[src/rtl/ddram_psctl_pkg.sv]
// Shared definitions for the DQS phase-shift sequencer: op codes, FSM states,
// error bit positions and timer sizing.
package ddram_psctl_pkg;

    typedef enum logic [1:0] {
        OP_INC  = 2'b00,
        OP_DEC  = 2'b01,
        OP_GOTO = 2'b10,
        OP_ZERO = 2'b11
    } ps_op_e;

    typedef enum logic [1:0] {
        ST_IDLE      = 2'b00,
        ST_ISSUE     = 2'b01,
        ST_WAIT_DONE = 2'b10,
        ST_SETTLE    = 2'b11
    } ps_state_e;

    localparam int ERR_CLAMPED   = 0;
    localparam int ERR_TIMEOUT   = 1;
    localparam int ERR_LOCK_LOST = 2;

    // Counter width able to hold the larger of the settle and timeout reloads.
    function automatic int timer_width(input int a, input int b);
        int m;
        m = (a > b) ? a : b;
        return (m < 1) ? 1 : $clog2(m + 1);
    endfunction

endpackage

[src/rtl/ddram_pstimer.sv]
// Loadable down-counter shared by the settle delay and the psdone timeout.
// Holds at zero; expired_o is high whenever the count is zero.
module ddram_pstimer #(
    parameter int W = 10
) (
    input  logic         clk_i,
    input  logic         rst_n_i,
    input  logic         load_i,
    input  logic [W-1:0] value_i,
    output logic         expired_o
);

    logic [W-1:0] count_q, count_d;

    always_comb begin
        count_d = count_q;
        if (load_i) begin
            count_d = value_i;
        end else if (count_q != '0) begin
            count_d = count_q - W'(1);
        end
    end

    always_ff @(posedge clk_i or negedge rst_n_i) begin
        if (!rst_n_i) begin
            count_q <= '0;
        end else begin
            count_q <= count_d;
        end
    end

    assign expired_o = (count_q == '0);

endmodule

[src/rtl/ddram_psctl.sv]
// DCM variable-phase-shift sequencer: turns multi-step move commands into
// single PSEN strobes, tracks the signed tap position and clamps it.
module ddram_psctl
    import ddram_psctl_pkg::*;
#(
    parameter int PS_BITS        = 10,
    parameter int MAX_STEPS      = 255,
    parameter int SETTLE_CYCLES  = 4,
    parameter int TIMEOUT_CYCLES = 1023
) (
    input  logic               sys_clk,
    input  logic               sys_rst_n,
    input  logic               cmd_valid,
    output logic               cmd_ready,
    input  logic [1:0]         cmd_op,
    input  logic [PS_BITS-1:0] cmd_arg,
    output logic               dcm_psen,
    output logic               dcm_psincdec,
    input  logic               dcm_psdone,
    input  logic               dcm_locked,
    output logic [PS_BITS-1:0] position,
    output logic               busy,
    output logic               done,
    output logic [2:0]         err
);

    // Two guard bits: position + unsigned arg can exceed the PS_BITS+1 signed range.
    localparam int EXT = PS_BITS + 2;
    localparam int TW  = timer_width(SETTLE_CYCLES, TIMEOUT_CYCLES);
    // Timeout reload is two short so done lands TIMEOUT_CYCLES after the PSEN cycle.
    localparam logic [TW-1:0] TO_LOAD = TW'((TIMEOUT_CYCLES >= 2) ? TIMEOUT_CYCLES - 2 : 0);
    localparam logic [TW-1:0] ST_LOAD = TW'((SETTLE_CYCLES >= 1) ? SETTLE_CYCLES - 1 : 0);
    localparam logic signed [EXT-1:0] MAX_EXT = EXT'(MAX_STEPS);
    localparam logic signed [EXT-1:0] MIN_EXT = -EXT'(MAX_STEPS);

    ps_state_e                  state_q, state_d;
    logic signed [PS_BITS-1:0]  position_q, position_d;
    logic signed [PS_BITS-1:0]  target_q, target_d;
    logic [2:0]                 err_q, err_d;
    logic                       done_q, done_d;
    logic                       armed_q;

    logic                       accept;
    logic                       tmr_load;
    logic [TW-1:0]              tmr_value;
    logic                       tmr_expired;
    logic signed [EXT-1:0]      pos_ext, arg_u, arg_s, raw_target, clamp_target;
    logic                       clamped;
    logic signed [PS_BITS-1:0]  pos_step;

    ddram_pstimer #(.W(TW)) u_timer (
        .clk_i     (sys_clk),
        .rst_n_i   (sys_rst_n),
        .load_i    (tmr_load),
        .value_i   (tmr_value),
        .expired_o (tmr_expired)
    );

    always_ff @(posedge sys_clk or negedge sys_rst_n) begin
        if (!sys_rst_n) begin
            state_q    <= ST_IDLE;
            position_q <= '0;
            target_q   <= '0;
            err_q      <= '0;
            done_q     <= 1'b0;
            armed_q    <= 1'b0;
        end else begin
            state_q    <= state_d;
            position_q <= position_d;
            target_q   <= target_d;
            err_q      <= err_d;
            done_q     <= done_d;
            armed_q    <= 1'b1;
        end
    end

    always_comb begin
        pos_ext = {{2{position_q[PS_BITS-1]}}, position_q};
        arg_u   = {2'b00, cmd_arg};
        arg_s   = {{2{cmd_arg[PS_BITS-1]}}, cmd_arg};
        unique case (ps_op_e'(cmd_op))
            OP_INC:  raw_target = pos_ext + arg_u;
            OP_DEC:  raw_target = pos_ext - arg_u;
            OP_GOTO: raw_target = arg_s;
            default: raw_target = '0;
        endcase
        clamped      = 1'b0;
        clamp_target = raw_target;
        if (raw_target > MAX_EXT) begin
            clamp_target = MAX_EXT;
            clamped      = 1'b1;
        end else if (raw_target < MIN_EXT) begin
            clamp_target = MIN_EXT;
            clamped      = 1'b1;
        end
        pos_step = (target_q > position_q) ? position_q + PS_BITS'(1)
                                           : position_q - PS_BITS'(1);
    end

    always_comb begin
        state_d    = state_q;
        position_d = position_q;
        target_d   = target_q;
        err_d      = err_q;
        done_d     = 1'b0;
        tmr_load   = 1'b0;
        tmr_value  = TO_LOAD;
        // An unlocked DCM has reset its phase, so the tap count restarts at zero.
        if (!dcm_locked) begin
            position_d = '0;
            if (state_q != ST_IDLE) begin
                err_d[ERR_LOCK_LOST] = 1'b1;
                done_d  = 1'b1;
                state_d = ST_IDLE;
            end
        end else begin
            unique case (state_q)
                ST_IDLE: begin
                    if (accept) begin
                        target_d = clamp_target[PS_BITS-1:0];
                        err_d    = {2'b00, clamped};
                        if (clamp_target == pos_ext) begin
                            done_d = 1'b1;
                        end else begin
                            state_d = ST_ISSUE;
                        end
                    end
                end
                ST_ISSUE: begin
                    tmr_load  = 1'b1;
                    tmr_value = TO_LOAD;
                    state_d   = ST_WAIT_DONE;
                end
                ST_WAIT_DONE: begin
                    if (dcm_psdone) begin
                        position_d = pos_step;
                        if (pos_step == target_q) begin
                            done_d  = 1'b1;
                            state_d = ST_IDLE;
                        end else if (SETTLE_CYCLES == 0) begin
                            state_d = ST_ISSUE;
                        end else begin
                            tmr_load  = 1'b1;
                            tmr_value = ST_LOAD;
                            state_d   = ST_SETTLE;
                        end
                    end else if (tmr_expired) begin
                        err_d[ERR_TIMEOUT] = 1'b1;
                        done_d  = 1'b1;
                        state_d = ST_IDLE;
                    end
                end
                ST_SETTLE: begin
                    if (tmr_expired) begin
                        state_d = ST_ISSUE;
                    end
                end
                default: state_d = ST_IDLE;
            endcase
        end
    end

    always_comb begin
        cmd_ready    = armed_q & dcm_locked & (state_q == ST_IDLE) & ~done_q;
        accept       = cmd_valid & cmd_ready;
        dcm_psen     = (state_q == ST_ISSUE) & dcm_locked;
        dcm_psincdec = dcm_psen & (target_q > position_q);
        busy         = (state_q != ST_IDLE) | done_q;
        done         = done_q;
        err          = err_q;
        position     = position_q;
    end

endmodule

[config.mk]
export PLATFORM = sky130hd
export DESIGN_NAME = ddram_psctl
export DESIGN_NICKNAME = d
export VERILOG_FILES = /design/src/rtl/ddram_psctl_pkg.sv /design/src/rtl/ddram_pstimer.sv /design/src/rtl/ddram_psctl.sv
export SDC_FILE = /design/constraint.sdc
export NUM_CORES = 1
export LEC_CHECK = 0
export BUFFER_PORTS_ARGS = -buffer_cell sky130_fd_sc_hd__buf_4
export CAP_MARGIN = 40
export CORE_UTILIZATION = 40
export CTS_BUF_LIST = sky130_fd_sc_hd__clkbuf_8
export DETAILED_ROUTE_END_ITERATION = 6
export GPL_TIMING_DRIVEN = 0
export HOLD_SLACK_MARGIN = 0.06
export PLACE_DENSITY_LB_ADDON = 0.12
export SYNTH_ARGS = -nofsm -noshare
export SYNTH_HDL_FRONTEND = slang
export SYNTH_SLANG_ARGS = --single-unit
[constraint.sdc]
create_clock -name sys_clk -period 9.21 [get_ports sys_clk]
set_input_delay 1.842 -clock sys_clk [delete_from_list [all_inputs] [get_ports sys_clk]]
set_output_delay 1.842 -clock sys_clk [all_outputs]
set_load 0.05 [all_outputs]
==> qor.csv, run 1 <==
stage;metric;value;unit
timing;relSlewSlack;0.431;
drt;post_drt_wl_per_cell;17.0;um
cells_and_area;drive_gt1_frac;0.129;
drt;drc_errors;0;
cells_and_area;fin_util;0.474;
clock_network;clkTransAtPathRegs;0.08;ns
floorplan;core;0.00995;sq mm
clock_network;clk_latency;0.29;ns
floorplan;row_count;36;
synth;synth_warnings;0;
cells_and_area;diodes;0;
grt;grt_max_degree;38;
drt;ant_nets;0;
clock_network;cts_hold_buf;0;
timing;hold_violations;0;
outcome;outcome;completed;
grt;grt_usage;0.223;
clock_network;clockBufferDepth;2;
clock_network;cts.sinks;37;
synth;yosysTopAreaCell;dfrtp_1;
synth;synthCells;518;
worst_setup_path;slowest_stage;a221oi_2;
timing;fin_skew;0.00386;ns
synth;synth_flop_cell;dfrtp_1;
pwr;leakagePower;2.16;nW
drt;viasPerCell;5.72;
synth;synth_area;0.00417;sq mm
floorplan;die_w;104;um
synth;synth.most_common_cell;nor2_1;
clock_network;ctsResizeCount;0;
place;port-buffer-count;33;
cells_and_area;syn_to_final_growth;13.2;%
cells_and_area;final_nets;614;
synth;synth_seq_cells;37;
worst_setup_path;cp.required;9.38;ns
pwr;power_density;259;mW/mm^2
synth;synthArstFlopShare;1.00;
synth;synth_nets;573;
grt;antenna_found_initial;0;
timing;setup_viol;0;
clock_network;cts_tree;done;
timing;slew_viol_final;0;
worst_setup_path;worstPathCellList;buf_4, inv_1, clkbuf_1, nand2_1, o31ai_1, xor2_1, ha_1, and2_4, a221oi_2, a21boi_2, o41ai_2, mux2i_1, o31ai_1, nand3_1, ha_1, clkbuf_1, nor2_1, a31oi_1, xnor2_1, o211a_1, o21bai_1, a222oi_1, and3_1, o211ai_1;
drt;drtPass1Iterations;4;
synth;seq_area_frac_synth;0.222;
worst_setup_path;critPathCaptureType;flip-flop;
timing;fmax;133;MHz
clock_network;root_buffer;clkbuf_8;
clock_network;cts_made_buffers;5;
clock_network;cts_setup_buffers;0;
timing;min_period;7.53;ns
clock_network;htree_levels;2;
place;gp_congestion;0.878;
drt;num_vias;3966;
synth;netlist_top_cells_area;dfrtp_1 (22%), ha_1 (11%), nor2_1 (5.1%), xnor2_1 (4.8%), nand2_1 (4.4%);
worst_setup_path;critical_path_class;in2reg;
floorplan;dieArea;0.0108;sq mm
synth;synth_top_area_frac;0.222;
run;cap_violations;0;
floorplan;io_pins;35;
worst_setup_path;cp.arrival;7.70;ns
synth;post_synth.cell_area_avg;8.05;sq um
worst_setup_path;cpPeakStageDelay;0.53;ns
grt;grt_pass1_wl;19.4;mm
worst_hold_path;hold_path_class;reg2reg;
grt;grt_pass1_vias;3743;
timing;rsz0062_at_grt;false;
synth;synth_commonest_cells;nor2_1 (57), nand2_1 (49), dfrtp_1 (37);
timing;worst_pin_slew;0.847;ns
grt;gr-total-overflow;0;
drt;drt_iter0_drc;237;
timing;fin_tns_setup;0;ns
drt;drt-total-wl;11.8;mm
worst_setup_path;worstSetupStartpointType;input port;
floorplan;initial_utilization;0.419;
floorplan;die_h;104;um
pwr;peakVddDrop;0.143;mV
timing;fin_crit_sh;0.817;
place;placed_cell_area;0.00460;sq mm
worst_setup_path;crit_fanout;10;
synth;yosysUniqueCellTypes;75;
synth;synth_edf_count;0;
cells_and_area;final_cell_area;0.00472;sq mm
place;post-dp-hpwl;9.25;mm
[cell usage in the layout, fill, tap and decap left out, types with 7 or more instances in the layout]
master / n
nand4_1: 8
clkbuf_1: 11
a21oi_1: 17
xnor2_1: 23
mux2i_1: 7
dfrtp_1: 37
nand3_1: 9
o211ai_1: 7
nand2_1: 49
buf_4: 34
a21o_1: 10
o21ai_0: 33
xor2_1: 17
nor3_1: 10
ha_1: 36
nand2b_1: 9
buf_2: 9
o31ai_1: 7
inv_1: 28
a31oi_1: 7
nor2_1: 57
and2_1: 10
o21a_1: 12
nor2b_1: 12
[sequential cells by signal, indices dropped and copies added (netlist names)]
register and count:
armed_q 1, done 1, err 3, position 10, state_q 2, target_q 10
u_timer.count_q 10
[cells by family (layout without fill, tap and decap cells)]
kind of cell             Yosys count  count (layout)  synth area share
AO/OA/AOI/OAI                    148             148             0.258
XOR/XNOR                          42              42            0.0949
adder cells (fa/ha/maj)           38              38             0.118
buffers and inverters             50              92            0.0522
flip-flops                        37              37             0.222
multiplexers                       9               9            0.0231
other                              1               1          0.000900
AND/OR/NAND/NOR                  193             193             0.231
[layout make-up]
type / count / area [sq um]
Sequential cell: 37 / 926
Tap cell: 133 / 166
Inverter: 28 / 105
Clock buffer: 6 / 82.6
Multi-Input combinational cell: 431 / 3030
Fill cell: 990 / 5240
Timing Repair Buffer: 34 / 255
Clock inverter: 2 / 37.5
Buffer: 22 / 113
[path summary, 6_finish.rpt]
check / from / end / slack [ns] / cells after the start
min: target_q[0] / target_q[0] / 0.50 / 2
min in group asynchronous: sys_rst_n / u_timer.count_q[5] / 1.51 / 1
max: cmd_op[1] / state_q[1] / 1.68 / 24
max in group asynchronous: sys_rst_n / position[4] / 7.35 / 1
max reg2reg: position[0] / state_q[1] / 3.65 / 20
min reg2reg: target_q[0] / target_q[0] / 0.50 / 2
[metal layers]
layer,share of wire,vias to the layer above,global-route usage
li1,-,1951,-
met1,0.46,1910,0.294
met2,0.48,83,0.376
met3,0.029,22,0.0201
met4,0.030,0,0.0878
met5,0,-,0
[critical path: cells and delay by family]
family                     cells  cell delay [ns]
AOI/OAI and AO/OA             10             2.70
and+or+nand+nor                5             0.86
xor gates and xnor gates       2             0.36
muxes                          1             0.22
buffers and inverters          4             1.06
adders and majority gates      2             0.69
[power breakdown]
| part | leakage [nW] | internal [W] | switching, W |
|---|---|---|---|
| clock | 0.0574 | 0.0000881 | 0.0000635 |
| sequential | 0.467 | 0.000220 | 0.0000647 |
| combinational | 1.64 | 0.000339 | 0.000445 |
[stage by stage]
| step | power [W] | hold slack, ns | std cells | setup slack [ns] |
|---|---|---|---|---|
| floorplan | 0.000874 | 0.450 | 518 | 2.78 |
| global placement | 0.00104 | 0.488 | 684 | 1.59 |
| detailed placement | 0.00107 | 0.477 | 685 | 1.51 |
| CTS | 0.00123 | 0.500 | 693 | 1.80 |
| global route | 0.00133 | 0.523 | 693 | 1.17 |
| finish | 0.00122 | 0.503 | 693 | 1.68 |
(Power assumes the default switching activity.)
==> run 2, diff against run 1 <==
ABC_AREA = 1   (was not set)
clock period = 7.3 ns   (was 9.21 ns; I/O delays follow)
==> run 2 against run 1 <==
Compared with the run above: non-clock buffer count is 16 lower; critical path type unchanged; sequential share of layout area increased by 1.4 points; core utilization up 0.15 points; largest cell class unchanged; critical endpoint is now state_q[0]; combinational power is 36% higher; critical path depth grew 4.
==> qor.csv, run 2 <==
stage;metric;value;unit;change
place;port-buffer-count;34;;+3.0%
cells_and_area;diodes;0;;unchanged
timing;rsz0062_at_grt;false;;
cells_and_area;drive_gt1_frac;0.107;;-0.0216
cells_and_area;final_common_cell;nand2_1;;
pwr;switching_power;0.000825;W;+44%
drt;drt_iter0_drc;162;;-32%
synth;synth_nets;658;;+15%
floorplan;core;0.00928;sq mm;-6.7%
clock_network;clockBufferDepth;2;;unchanged
timing;fin_hold_ws;0.511;ns;+0.00803 ns
timing;fin_tns_setup;0;ns;unchanged
cells_and_area;final_cells;774;;+12%
synth;post_synth.cell_area_avg;6.41;sq um;-20%
drt;ant_nets;0;;unchanged
floorplan;die_h;100;um;-3.7%
synth;yosysTopAreaCell;dfrtp_1;;
synth;synthCells;603;;+16%
timing;setup_viol;0;;unchanged
drt;viasPerCell;4.98;;-13%
place;gp_congestion;0.925;;+5.4%
floorplan;die_w;100;um;-3.7%
run;cap_violations;0;;unchanged
drt;drt-total-wl;10.5;mm;-11%
clock_network;clkTransAtPathRegs;0.07;ns;about the same
pwr;clockPowerShare;0.129;;+0.005
synth;yosysUniqueCellTypes;35;;-53%
drt;post_drt_wl_per_cell;13.6;um;-20%
clock_network;ctsResizeCount;0;;unchanged
timing;worst_pin_slew;0.572;ns;-0.275 ns
place;post-dp-hpwl;8.73;mm;-5.7%
floorplan;io_pins;35;;unchanged
timing;fmax;180;MHz;
floorplan;row_count;35;;-2.8%
synth;netlist_top_cells_area;dfrtp_1 (24%), nand2_1 (18%), ha_1 (12%), inv_1 (8.5%), nand3_1 (7.3%);;
cells_and_area;fillCellCount;1016;;+2.6%
worst_setup_path;cpPeakStageDelay;0.52;ns;about the same
drt;num_vias;3856;;-2.8%
drt;drtPass1Iterations;5;;+1
clock_network;cts_setup_buffers;0;;unchanged
place;place_inst;766;;+12%
cells_and_area;final_cell_area;0.00441;sq mm;-6.4%
timing;relSlewSlack;0.619;;+0.188
worst_setup_path;slowest_stage;fa_1;;
worst_setup_path;crit_fanout;10;;unchanged
floorplan;initial_utilization;0.416;;-0.00264
synth;synth_area;0.00386;sq mm;-7.3%
timing;slew_viol_final;0;;unchanged
grt;antenna_found_initial;0;;unchanged
floorplan;dieArea;0.0101;sq mm;-7.2%
worst_setup_path;cp.arrival;5.79;ns;-1.91 ns
worst_setup_path;cp_common_cell;nand3_1;;
grt;grt_pass1_wl;17.7;mm;-8.6%
synth;synth_commonest_cells;nand2_1 (183), inv_1 (87), nand3_1 (56);;
worst_setup_path;critPathCaptureType;flip-flop;;
synth;synth.most_common_cell;nand2_1;;
clock_network;cts_hold_buf;0;;unchanged
pwr;p_sw_frac;0.507;;+0.0373
pwr;pwr-share-comb;0.658;;+0.015
grt;grt_max_degree;38;;unchanged
clock_network;cts_made_buffers;5;;unchanged
clock_network;clk_latency;0.29;ns;about the same
outcome;outcome;completed;;
synth;synth_seq_cells;37;;unchanged
timing;setup_ws;1.73;ns;+0.0523 ns
grt;grt_usage;0.223;;about the same
clock_network;cts_tree;done;;
grt;grt_pass1_vias;3888;;+3.9%
synth;synth_top_area_frac;0.240;;+0.0176
cells_and_area;final_nets;699;;+14%
cells_and_area;final_cell_mix;nand2_1 (183), inv_1 (87), nand3_1 (56);;
synth;synth_warnings;0;;unchanged
timing;hold_violations;0;;unchanged
clock_network;root_buffer;clkbuf_8;;
worst_setup_path;worstSetupStartpointType;input port;;
synth;seq_area_frac_synth;0.240;;+0.0176
place;pre_cts_slack;1.45;ns;-0.0590 ns
clock_network;cts.sinks;37;;unchanged
grt;gr-total-overflow;0;;unchanged
pwr;p_int;0.000803;W;+24%
timing;min_period;5.57;ns;
synth;synth_edf_count;0;;unchanged
drt;drc_errors;0;;unchanged
pwr;peakVddDrop;0.166;mV;+16%
timing;fin_skew;0.00514;ns;+0.00128 ns
synth;synthArstFlopShare;1.00;;unchanged
worst_setup_path;critical_path_class;in2reg;;
worst_hold_path;hold_path_class;reg2reg;;
worst_setup_path;cp.required;7.53;ns;-1.85 ns
pwr;leakagePower;2.45;nW;+13%
timing;fin_crit_sh;0.763;;
place;placed_cell_area;0.00428;sq mm;-6.9%
pwr;seq_power_share;0.213;;-0.020
pwr;power_density;369;mW/mm^2;+42%
synth;synth_flop_cell;dfrtp_1;;
cells_and_area;syn_to_final_growth;14.3;%;
clock_network;htree_levels;2;;unchanged
[run 2: cell count changes in the layout (fill, tap and decap cells not counted), moves of 10 or more]
| cell | previous run | this run |
|---|---|---|
| xnor2_1 | 23 | 9 |
| inv_1 | 28 | 87 |
| a21o_1 | 10 | 0 |
| a21oi_1 | 17 | 31 |
| nand2_1 | 49 | 183 |
| and2_1 | 10 | 0 |
| nand3_1 | 9 | 56 |
| nor2b_1 | 12 | 0 |
| o21a_1 | 12 | 1 |
[run 2: final timing paths]
| check | from | endpoint | slack (ns) | cells after the start |
|---|---|---|---|---|
| min reg2reg | err[0] | err[0] | 0.51 | 1 |
| max in group asynchronous | sys_rst_n | target_q[3] | 5.83 | 1 |
| max | cmd_op[1] | state_q[0] | 1.73 | 28 |
| max reg2reg | position[0] | state_q[0] | 2.79 | 26 |
| min in group asynchronous | sys_rst_n | done | 1.13 | 1 |
| min | err[0] | err[0] | 0.51 | 1 |
[run 2: cell families (layout without fill, tap and decap cells)]
group,Yosys count,count (layout),share of synthesized area
AND/OR/NAND/NOR,319,319,0.353
adder cells (fa/ha/maj),38,38,0.127
XOR/XNOR,28,28,0.0635
flip-flops,37,37,0.240
other,1,1,0.000971
buffers and inverters,101,143,0.104
AO/OA/AOI/OAI,79,79,0.112
[run 2: layer usage]
metal	global-route usage	part of all wire	vias to the layer above
met2	0.408	0.50	68
met3	0.0237	0.033	19
met1	0.274	0.44	1755
met5	0	0	-
li1	-	-	2014
met4	0.0680	0.025	0
[run 2: stage by stage]
stage                      util  total power (W)
after CTS                 0.475          0.00163
after global placement    0.461          0.00140
final                     0.475          0.00163
after global routing      0.475          0.00179
after floorplan               -          0.00117
after detailed placement  0.461          0.00141
[run 2: cell type report]
class,instances,area [sq um],share of cell area
Buffer,6,41.3,0.00936
Clock inverter,3,65.1,0.0147
Inverter,95,359,0.0814
Timing Repair Buffer,34,255,0.0578
Clock buffer,5,68.8,0.0156
Sequential cell,37,926,0.210
Tap cell,129,161,0.0366
Multi-Input combinational cell,465,2540,0.575
[run 2: power by group through the flow]
stage                     clock network, W  registers [W]  logic [W]
final                             0.000210       0.000347    0.00107
after global routing              0.000226       0.000358    0.00121
after CTS                         0.000215       0.000347    0.00107
after detailed placement                 0       0.000350    0.00106
after global placement                   0       0.000349    0.00105
after floorplan                          0       0.000380   0.000789
[run 2: worst max-delay path, delay by kind of cell]
family | cells | cell delay (ns)
fa+ha+maj | 2 | 0.76
compound gates | 5 | 0.89
buf+inv | 6 | 0.96
xor+xnor | 1 | 0.18
simple gates | 14 | 1.50
==> run 3, diff against run 2 <==
ABC_AREA = 0   (was 1)
clock period = 5.4 ns   (was 7.3 ns; I/O delays follow)
==> run 3 against run 2 <==
Compared with the run above: the run now ends with negative setup slack left; clock skew grew 0.0015 ns; core utilization rose by 5.9 points; clock power is 22% higher; power is 35% higher; setup slack got worse by 1.9 ns; sequential power increased by 41%; register-to-register slack worse by 2.5 ns; sequential cell count stayed put; highest routed layer unchanged; final cell count decreased by 6.3%; global-route usage rose by 1.7 points; first-iteration DRC count up 31%; via count up 9.0%; critical endpoint unchanged.
==> qor.csv, run 3 (synthesis gave the netlist of run 1 again) <==
stage;metric;value;unit;change
worst_setup_path;rr_worst_depth;20;;-23%
timing;hold_violations;0;;unchanged
drt;drt-total-wl;12.8;mm;+22%
place;gp_congestion;0.881;;-4.8%
timing;fmax;181;MHz;
pwr;total_power;0.00220;W;+35%
timing;slew_viol_final;0;;unchanged
grt;grt_max_degree;38;;unchanged
run;cap_violations;0;;unchanged
timing;relSlewSlack;0.464;;-0.155
pwr;p_sw_frac;0.471;;-0.0359
cells_and_area;final_cells;725;;-6.3%
worst_setup_path;cp.arrival;5.69;ns;-0.10 ns
timing;setup_viol;3;;+3
pwr;leakagePower;2.41;nW;-1.5%
clock_network;clkTransAtPathRegs;0.08;ns;about the same
grt;grt_pass1_wl;21.0;mm;+18%
worst_hold_path;min-delay-start;target_q[0];;
drt;drtPass1Iterations;5;;unchanged
clock_network;root_buffer;clkbuf_8;;
cells_and_area;diodes;0;;unchanged
timing;fin_crit_sh;1.02;;
place;post-dp-hpwl;9.39;mm;+7.5%
floorplan;die_w;104;um;+3.8%
pwr;pwr-share-comb;0.661;;+0.003
worst_setup_path;critPathBufInv;6;;unchanged
drt;num_vias;4202;;+9.0%
pwr;power_density;413;mW/mm^2;+12%
drt;viasPerCell;5.80;;+16%
grt;grt_pass1_vias;4216;;+8.4%
drt;post_drt_wl_per_cell;17.7;um;+30%
floorplan;initial_utilization;0.419;;+0.00264
cells_and_area;drive_gt1_frac;0.238;;+0.131
clock_network;clockBufferDepth;2;;unchanged
clock_network;cts_tree;done;;
place;placed_cell_area;0.00461;sq mm;+7.8%
timing;rsz0062_at_grt;true;;
worst_setup_path;cp_common_cell;buf_6;;
place;place_inst;684;;-11%
floorplan;core;0.00995;sq mm;+7.2%
cells_and_area;fillCellCount;942;;-7.3%
worst_hold_path;whs_endpoint;target_q[0];;
worst_setup_path;slowest_stage;nor4_4;;
pwr;switching_power;0.00104;W;+26%
floorplan;io_pins;35;;unchanged
clock_network;cts_made_buffers;5;;unchanged
timing;fin_hold_ws;0.506;ns;-0.00517 ns
worst_setup_path;r2r-end;state_q[0];;
outcome;outcome;complete, but fails checks;;
cells_and_area;fin_util;0.535;;+0.0595
worst_setup_path;critical_path_class;in2reg;;
worst_setup_path;reg2reg_slack;0.31;ns;-2.48 ns
pwr;seq_power_share;0.222;;+0.009
cells_and_area;final_common_cell;buf_4;;
cells_and_area;final_cell_area;0.00532;sq mm;+21%
worst_setup_path;critPathCaptureType;flip-flop;;
worst_setup_path;worstSetupStartpointType;input port;;
outcome;violations;negative setup slack;;
grt;grt_usage;0.240;;+0.0168
cells_and_area;syn_to_final_growth;27.7;%;
worst_setup_path;timing.rr.start;position[0];;
worst_hold_path;holdPathStages;2;;+1
clock_network;htree_levels;2;;unchanged
grt;antenna_found_initial;0;;unchanged
clock_network;clk_latency;0.29;ns;about the same
clock_network;cts.sinks;37;;unchanged
cells_and_area;final_nets;646;;-7.6%
drt;ant_nets;0;;unchanged
grt;gr-total-overflow;0;;unchanged
worst_setup_path;cp.required;5.57;ns;-1.96 ns
worst_setup_path;crit_fanout;8;;-2
timing;min_period;5.52;ns;
cells_and_area;final_cell_mix;buf_4 (58), nor2_1 (55), nand2_1 (47);;
place;port-buffer-count;33;;-2.9%
floorplan;row_count;36;;+2.9%
timing;worst_pin_slew;0.797;ns;+0.226 ns
drt;drc_errors;0;;unchanged
floorplan;dieArea;0.0108;sq mm;+7.7%
worst_setup_path;cpPeakStageDelay;0.38;ns;-0.14 ns
pwr;clockPowerShare;0.117;;-0.012
drt;drt_iter0_drc;212;;+31%
pwr;p_int;0.00116;W;+45%
floorplan;die_h;104;um;+3.8%
timing;setup_ws;-0.122;ns;-1.86 ns
pwr;peakVddDrop;0.238;mV;+43%
worst_setup_path;cp-startpoint;cmd_arg[4];;
worst_setup_path;critPathTopFamily;simple AND/OR/NAND/NOR gates;;
worst_hold_path;hold_path_class;reg2reg;;
timing;fin_skew;0.00664;ns;+0.00150 ns
[run 3: metrics by stage]
step                      setup TNS, ns  worst slack (ns)
after floorplan                       0           0.00860
after global placement            -8.18            -0.900
after detailed placement          -4.53             -1.00
after CTS                       -0.0614           -0.0347
after global routing              -1.05            -0.368
final                            -0.323            -0.122
[run 3: worst max-delay path by stage]
stage          slack (ns)  cells past startpoint    endpoint
4_1_cts             -0.03                     25  state_q[0]
2_1_floorplan       0.009                     23  state_q[1]
3_5_place_dp        -1.00                     25  state_q[0]
6_report            -0.12                     25  state_q[0]
3_3_place_gp        -0.90                     22  state_q[1]
5_1_grt             -0.37                     24  state_q[1]
[run 3: power by group through the flow]
stage	sequential, W	combinational (W)	clock [W]
2_1_floorplan	0.000510	0.000985	0
3_3_place_gp	0.000492	0.00130	0
3_5_place_dp	0.000492	0.00133	0
4_1_cts	0.000488	0.00141	0.000265
5_1_grt	0.000503	0.00161	0.000275
6_report	0.000488	0.00145	0.000257
[run 3: what timing repair did]
item | CTS | global route
endpoints found under the setup margin | 12 | 13
hold buffers | 0 | 0
setup buffers | 26 | 8
pin swaps | 32 | 26
gates cloned | 0 | 0
resized for setup | 54 | 29
[run 3: cell type report]
class	instances	area, sq um	share of cell area
multi-input cells	431	3270	0.614
flip-flops and latches	37	928	0.174
repair buffers	67	576	0.108
well taps	133	166	0.0313
plain buffers	21	144	0.0270
inverters	28	120	0.0226
clock buffers	6	82.6	0.0155
clock inverters	2	37.5	0.00705
[run 3: tightest hold or removal path, cell delays in order (launching register included)]
cell and delay (ns):
dfrtp_1 0.36, nand2_1 0.05, o21ai_0 0.06
[run 3: metal layers]
metal	vias up	track usage	routed length, um
li1	2020	-	-
met1	2035	0.301	5710
met2	116	0.422	6340
met3	31	0.0257	451
met4	0	0.0888	325
met5	-	0	0
